<file path="src/rtl/regbank_arbiter.sv">
// Two-requester round-robin front end for the single-ported 8x16 register bank.
// Sequences read/write/move/swap over the bank's one select/load port.
//
// state | meaning
// IDLE  | no op in flight; arbitrate and accept one request
// RD    | select ra, capture rOut as response
// WR    | select ra, load wdata
// MV_RD | select rb, capture into tmpA
// MV_WR | select ra, load tmpA
// SW_RA | select ra, capture into tmpA
// SW_RB | select rb, capture into tmpB
// SW_WA | select ra, load tmpB
// SW_WB | select rb, load tmpA
module regbank_arbiter #(
   parameter int DATA_W = 16,
   parameter int ID_W   = 3
) (
   input  logic              clk,
   input  logic              reset,
   input  logic [1:0]        req_valid,
   output logic [1:0]        req_ready,
   input  logic [1:0]        req0_op,
   input  logic [1:0]        req1_op,
   input  logic [ID_W-1:0]   req0_ra,
   input  logic [ID_W-1:0]   req1_ra,
   input  logic [ID_W-1:0]   req0_rb,
   input  logic [ID_W-1:0]   req1_rb,
   input  logic [DATA_W-1:0] req0_wdata,
   input  logic [DATA_W-1:0] req1_wdata,
   output logic [1:0]        resp_valid,
   output logic [DATA_W-1:0] resp_rdata,
   output logic              busy,
   output logic [ID_W-1:0]   rId,
   output logic [DATA_W-1:0] rIn,
   output logic              ldR,
   input  logic [DATA_W-1:0] rOut
);

   typedef enum logic [3:0] {
      IDLE, RD, WR, MV_RD, MV_WR, SW_RA, SW_RB, SW_WA, SW_WB
   } state_t;

   localparam logic [1:0] OP_RD = 2'b00;
   localparam logic [1:0] OP_WR = 2'b01;
   localparam logic [1:0] OP_MV = 2'b10;
   localparam logic [1:0] OP_SW = 2'b11;

   state_t              state;
   logic                last_grant;
   logic                owner;
   logic [ID_W-1:0]     ra_q;
   logic [ID_W-1:0]     rb_q;
   logic [DATA_W-1:0]   wdata_q;
   logic [DATA_W-1:0]   tmp_a;
   logic [DATA_W-1:0]   tmp_b;

   logic                accept;
   logic                sel;
   logic [1:0]          op_in;
   logic [ID_W-1:0]     ra_in;
   logic [ID_W-1:0]     rb_in;
   logic [DATA_W-1:0]   wdata_in;

   // On a conflict the requester that did not win last time is granted.
   always_comb begin
      req_ready = 2'b00;
      if (state == IDLE) begin
         case (req_valid)
            2'b01:   req_ready = 2'b01;
            2'b10:   req_ready = 2'b10;
            2'b11:   req_ready = last_grant ? 2'b01 : 2'b10;
            default: req_ready = 2'b00;
         endcase
      end
   end

   assign accept   = |req_ready;
   assign sel      = req_ready[1];
   assign op_in    = sel ? req1_op    : req0_op;
   assign ra_in    = sel ? req1_ra    : req0_ra;
   assign rb_in    = sel ? req1_rb    : req0_rb;
   assign wdata_in = sel ? req1_wdata : req0_wdata;

   assign busy = (state != IDLE);

   always_ff @(posedge clk) begin
      if (!reset) begin
         state      <= IDLE;
         last_grant <= 1'b1;
         owner      <= 1'b0;
         ra_q       <= '0;
         rb_q       <= '0;
         wdata_q    <= '0;
         tmp_a      <= '0;
         tmp_b      <= '0;
         rId        <= '0;
         rIn        <= '0;
         ldR        <= 1'b0;
         resp_valid <= 2'b00;
         resp_rdata <= '0;
      end else begin
         rId        <= '0;
         rIn        <= '0;
         ldR        <= 1'b0;
         resp_valid <= 2'b00;
         case (state)
            IDLE: begin
               if (accept) begin
                  last_grant <= sel;
                  owner      <= sel;
                  ra_q       <= ra_in;
                  rb_q       <= rb_in;
                  wdata_q    <= wdata_in;
                  case (op_in)
                     OP_RD: begin
                        state <= RD;
                        rId   <= ra_in;
                     end
                     OP_WR: begin
                        state <= WR;
                        rId   <= ra_in;
                        rIn   <= wdata_in;
                        ldR   <= 1'b1;
                     end
                     OP_MV: begin
                        state <= MV_RD;
                        rId   <= rb_in;
                     end
                     default: begin
                        state <= SW_RA;
                        rId   <= ra_in;
                     end
                  endcase
               end
            end
            RD: begin
               resp_rdata <= rOut;
               resp_valid <= owner ? 2'b10 : 2'b01;
               state      <= IDLE;
            end
            WR: begin
               resp_rdata <= wdata_q;
               resp_valid <= owner ? 2'b10 : 2'b01;
               state      <= IDLE;
            end
            // The value read this cycle is forwarded straight onto rIn for the load cycle.
            MV_RD: begin
               tmp_a <= rOut;
               state <= MV_WR;
               rId   <= ra_q;
               rIn   <= rOut;
               ldR   <= 1'b1;
            end
            MV_WR: begin
               resp_rdata <= tmp_a;
               resp_valid <= owner ? 2'b10 : 2'b01;
               state      <= IDLE;
            end
            SW_RA: begin
               tmp_a <= rOut;
               state <= SW_RB;
               rId   <= rb_q;
            end
            SW_RB: begin
               tmp_b <= rOut;
               state <= SW_WA;
               rId   <= ra_q;
               rIn   <= rOut;
               ldR   <= 1'b1;
            end
            SW_WA: begin
               state <= SW_WB;
               rId   <= rb_q;
               rIn   <= tmp_a;
               ldR   <= 1'b1;
            end
            SW_WB: begin
               resp_rdata <= tmp_a;
               resp_valid <= owner ? 2'b10 : 2'b01;
               state      <= IDLE;
            end
            default: state <= IDLE;
         endcase
      end
   end

endmodule

</file>
<file path="config.mk">
export PLATFORM = sky130hd
export DESIGN_NAME = regbank_arbiter
export DESIGN_NICKNAME = d
export VERILOG_FILES = /design/src/rtl/regbank_arbiter.sv
export SDC_FILE = /design/constraint.sdc
export NUM_CORES = 1
export LEC_CHECK = 0
export BUFFER_PORTS_ARGS = -buffer_cell sky130_fd_sc_hd__buf_2
export CAP_MARGIN = 10
export CORE_ASPECT_RATIO = 0.5
export CORE_MARGIN = 5
export CORE_UTILIZATION = 52
export CTS_CLUSTER_SIZE = 14
export DETAILED_ROUTE_END_ITERATION = 8
export PLACE_DENSITY = 0.88
export SETUP_SLACK_MARGIN = 0.5
export SLEW_MARGIN = 15
export SYNTH_ARGS = -nofsm -noshare
export SYNTH_HDL_FRONTEND = slang
export SYNTH_SLANG_ARGS = --single-unit
</file>
<file path="constraint.sdc">
create_clock -name clk -period 6.15 [get_ports clk]
set_clock_uncertainty 0.05 [all_clocks]
set_input_delay 0.3075 -clock clk [delete_from_list [all_inputs] [get_ports clk]]
set_output_delay 0.3075 -clock clk [all_outputs]
set_load 0.01 [all_outputs]
</file>
After elaboration in Yosys (flattened, before gate mapping)
Cells that the tools add are included.
{"block": "classes", "n_eq_ne": 14, "mux": 21, "n_reduce_logical": 13}
{"cell": "16-bit case mux with 3 select lines", "count": 2}
{"cell": "16-bit two-way mux", "count": 3}
{"cell": "4-bit case mux with 5 select lines", "count": 1}
{"cell": "3-bit case mux with 3 select lines", "count": 2}
{"cell": "4-bit by 3-bit equality test with 1-bit output, second input constant", "count": 4}
{"cell": "3-bit two-way mux", "count": 4}
{"cell": "2-bit OR reduction", "count": 5}
{"cell": "4-bit by 2-bit equality test with 1-bit output, second input constant", "count": 2}
{"cell": "2-bit two-way mux", "count": 4}
{"cell": "2-bit equality test, second input constant", "count": 3}
{"cell": "2-bit case mux with 3 select lines", "count": 1}
{"cell": "2-bit by 1-bit equality test with 1-bit output, second input constant", "count": 2}
{"cell": "4-bit by 1-bit equality test with 1-bit output, second input constant", "count": 1}
{"cell": "4-bit equality test, second input constant", "count": 1}
{"cell": "4-bit logical NOT", "count": 1}
{"cell": "4-bit two-way mux", "count": 1}
{"cell": "2-bit AND reduction", "count": 2}
{"cell": "4-bit nonzero test", "count": 1}
{"cell": "4-bit OR reduction", "count": 1}
{"cell": "3-bit nonzero test", "count": 1}
{"cell": "3-bit OR reduction", "count": 1}
{"cell": "2-bit logical NOT", "count": 1}
{"cell": "1-bit two-way mux", "count": 2}
{"cell": "2-bit inequality test, second input constant", "count": 1}
{"cell": "1-bit case mux with 2 select lines", "count": 1}
{"block": "totals", "reg_bits": 82, "in_bits": 68, "wordCells": 60}

Longest topological paths before layout
{"block": "depth", "ltp_word": 8, "ltp_mapped": 8}

Worst setup path after synthesis
No wires, ideal clock.
{"block": "synth_path", "path_kind": "register to register", "from": "reg state[0]", "to": "reg rIn[10]", "setup_ps": 76, "arrival_ps": 1797, "slack_ps": 4227, "path_stages_with_launch": 8, "n_path_buf": 3, "synth_period_minus_slack_ps": 1923, "cell_sequence": "dfxtp_1 -> buf_6 -> or3_1 -> a211o_1 -> buf_6 -> a211o_4 -> buf_6 -> o22ai_1"}
{"block": "synth_between", "elab_chain_len": 7, "word_cells_on_any_way": 13, "cone_classes": "4 x eq/ne; 6 x mux; 3 x reduce/logical"}
{"element": "from (decl)", "line_no": "48", "source": "state_t state;"}
{"element": "from (signal assigned)", "line_no": "88", "source": "state <= IDLE;"}
{"element": "from (signal assigned)", "line_no": "116", "source": "state <= RD;"}
{"element": "from (signal assigned)", "line_no": "120", "source": "state <= WR;"}
{"element": "4-bit logical NOT", "line_no": "67, 106"}
{"element": "2-bit two-way mux", "line_no": "67", "source": "if (state == IDLE) begin"}
{"element": "2-bit two-way mux", "line_no": "79", "source": "assign op_in = sel ? req1_op : req0_op;"}
{"element": "2-bit by 1-bit equality test with 1-bit output", "line_no": "114", "source": "case (op_in)"}
{"element": "16-bit two-way mux", "line_no": "114"}
{"element": "16-bit two-way mux", "line_no": "108", "source": "if (accept) begin"}
{"element": "16-bit case mux with 3 select lines *", "line_no": "106", "source": "case (state)"}
{"element": "to (signal assigned)", "line_no": "122", "source": "rIn <= wdata_in;"}
{"element": "to (signal assigned)", "line_no": "151", "source": "rIn <= rOut;"}
{"element": "to (signal assigned)", "line_no": "168", "source": "rIn <= rOut;"}
{"element": "to (decl)", "line_no": "34", "source": "output logic [DATA_W-1:0] rIn,"}
Every way passes the cells marked *; elsewhere a longest branch is shown, timed or not.
A chain may end at the register's enable or synchronous reset.

Worst setup path in the final report
{"block": "layout_path", "from": "reg last_grant", "to": "out req_ready[1]"}
{"block": "layout_between", "elab_chain_len": 3}
{"element": "from (decl)", "line_no": "49", "source": "logic last_grant;"}
{"element": "from (signal assigned)", "line_no": "109", "source": "last_grant <= sel;"}
{"element": "2-bit two-way mux", "line_no": "71", "source": "2'b11: req_ready = last_grant ? 2'b01 : 2'b10;"}
{"element": "2-bit case mux with 3 select lines", "line_no": "68", "source": "case (req_valid)"}
{"element": "2-bit two-way mux", "line_no": "67"}
{"element": "to (decl)", "line_no": "21", "source": "output logic [1:0] req_ready,"}
No other way between the ends.

==> flow_metrics.env <==
export IMPL_status="complete, no violations"
export IMPL_avgSynthCellArea_sq_um=8.51
export IMPL_place_congestion=0.881
export IMPL_crit_path_max_fanout=24
export IMPL_syn_to_final_growth_pct=20.9
export IMPL_synth_cells=454
export IMPL_drt_wl_total_microns=12500
export IMPL_maxSlewHeadroom_pct=15.9
export IMPL_worstMarginPinSlew_ns=1.26
export IMPL_ys_seq_elements=82
export IMPL_final_core_util_pct=64.3
export IMPL_place_hpwl_microns=8320
export IMPL_rsz0062_at_grt="no"
export IMPL_postCtsResizedCells=0
export IMPL_drc=0
export IMPL_maxCapViolCount=0
export IMPL_drt_iter0_drc=712
export IMPL_final_common_cell="buf_2"
export IMPL_cp_end_kind="primary output"
export IMPL_die_area_sq_um=9360
export IMPL_dpl_instance_area_sq_um=4360
export IMPL_crit_type="flip-flop to primary output"
export IMPL_io_pins=109
export IMPL_setup_viol=0
export IMPL_max_freq_mhz=272
export IMPL_vias=4172
export IMPL_clk_latency_ns=0.34
export IMPL_wire_per_inst_microns=19.6
export IMPL_first_pass_iters=8
export IMPL_clk_pin_slew_ns=0.06
export IMPL_vdd_drop_max_mv=0.218
export IMPL_antenna_found_initial=0
export IMPL_power_leakage_nw=1.94
export IMPL_syn_area_sq_um=3860
export IMPL_post_route_min_period_ns=3.67
export IMPL_cts_buffers=9
export IMPL_fin_tns_setup_ns=0
export IMPL_mostFrequentLayoutCells="buf_2 (108), dfxtp_1 (82), nand2_1 (81)"
export IMPL_die_w_microns=132
export IMPL_arrival_ns=3.32
export IMPL_start_util_pct=53.2
export IMPL_synth_nets=522
export IMPL_rows=22
export IMPL_grt_max_degree=42
export IMPL_gr_total_overflow=0
export IMPL_synth_distinct_cells=56
export IMPL_hold_path_class="input port to flip-flop"
export IMPL_yosysSeqAreaShare_pct=42.5
export IMPL_async_flop_share_pct=0
export IMPL_ys_warn_count=0
export IMPL_clock_path_buffers=2
export IMPL_min_period_over_period_pct=59.7
export IMPL_cts_root_buf="clkbuf_16"
export IMPL_post_cts_buffers=0
export IMPL_grt_first_pass_wirelength_microns=19700
export IMPL_ys_flop_type="dfxtp_1"
export IMPL_grt_pass1_vias=3964
export IMPL_core_area_sq_um=7270
export IMPL_diodes=0
export IMPL_final_cell_area_sq_um=4670
export IMPL_cp_required_ns=5.79
export IMPL_final_hold_violation_count=0
export IMPL_htreeDepth=3
export IMPL_io_buffers=108
export IMPL_fillers=587
export IMPL_synth_edff_count=0
export IMPL_track_usage_pct=25.6
export IMPL_ant_nets=0
export IMPL_vias_per_cell=6.56
export IMPL_cts_tree="done"
export IMPL_die_height_microns=71.0
export IMPL_clock_sinks=82
export IMPL_hold_buffers=0
export IMPL_drive_gt1_share_pct=26.5
export IMPL_drv_slew=0
export IMPL_fin_nets=603
export IMPL_worst_setup_path_start_kind="flip-flop"
export IMPL_power_density_nw_per_um2=459
[cell families after synthesis]
family          after synthesis  share of synthesized area, %
simple gates                148                          17.9
flops                        82                          42.5
xor+xnor                      4                         0.907
compound gates              172                          32.7
buf+inv                      47                          5.73
mux                           1                         0.259
[report_power, final]
group          internal [mW]  switching [mW]
combinational          0.295           0.527
sequential             0.668           0.110
clock                  0.318           0.227
total                   1.28           0.864
[Yosys cell counts, drive strengths merged (4+ instances only)]
cell | number | area [sq um]
nor3b | 4 | 35.0
a311oi | 20 | 175
clkbuf | 23 | 86.3
nand2b | 5 | 31.3
o21ai | 9 | 45.0
a21oi | 38 | 190
a22oi | 34 | 255
nor2 | 29 | 109
a32o | 4 | 40.0
o31ai | 16 | 120
nand2 | 81 | 304
dfxtp | 82 | 1640
a222oi | 16 | 160
buf | 20 | 120
nand3 | 6 | 30.0
o22ai | 16 | 100
[worst max-delay path: stages (launching register included)]
cell      delay, ns
dfxtp_1        0.33
a21boi_2       0.95
nand2_1        0.83
inv_2          0.63
buf_2          0.23
[path summary, 6_finish.rpt]
path / from / endpoint / slack, ns / cells past startpoint
hold reg to reg: tmp_a[5]$_SDFFE_PN0P_ / tmp_a[5]$_SDFFE_PN0P_ / 0.42 / 2
setup reg to reg: last_grant$_SDFFE_PN1P_ / wdata_q[4]$_SDFFE_PN0P_ / 2.83 / 5
hold / removal: rOut[11] / tmp_a[11]$_SDFFE_PN0P_ / 0.17 / 3
setup / recovery: last_grant$_SDFFE_PN1P_ / req_ready[1] / 2.48 / 4
[routing by layer]
layer	up-vias	GRT usage (%)	part of all wire [%]
met5	-	0	0
met4	0	12.0	3.3
li1	1891	-	-
met2	307	39.1	46
met1	1911	33.4	38
met3	63	7.74	13
[final cells by class]
class / count / area, sq um / share of cell area [%]
Clock inverter: 7 / 76.3 / 1.63
Inverter: 4 / 15.0 / 0.321
Sequential cell: 82 / 1640 / 35.1
Multi-Input combinational cell: 325 / 2020 / 43.2
Clock buffer: 9 / 225 / 4.82
Tap cell: 96 / 120 / 2.57
Timing Repair Buffer: 113 / 578 / 12.4
[sequential cells by signal, summed over array words and instances (netlist names), 2 cells and up]
signal / count
rIn: 16
resp_valid: 2
state: 4
rb_q: 3
wdata_q: 16
rId: 3
tmp_a: 16
ra_q: 3
resp_rdata: 16
[stage by stage]
stage,hold WS (ns),power [mW],setup slack [ns],instances
after detailed placement,0.413,1.57,2.90,620
final,0.169,2.14,2.48,636
after global routing,0.188,2.25,2.43,636
after global placement,0.405,1.55,2.97,620
after floorplan,0.356,1.34,4.23,454
after CTS,0.166,2.12,2.67,636
(Power assumes the default switching activity.)
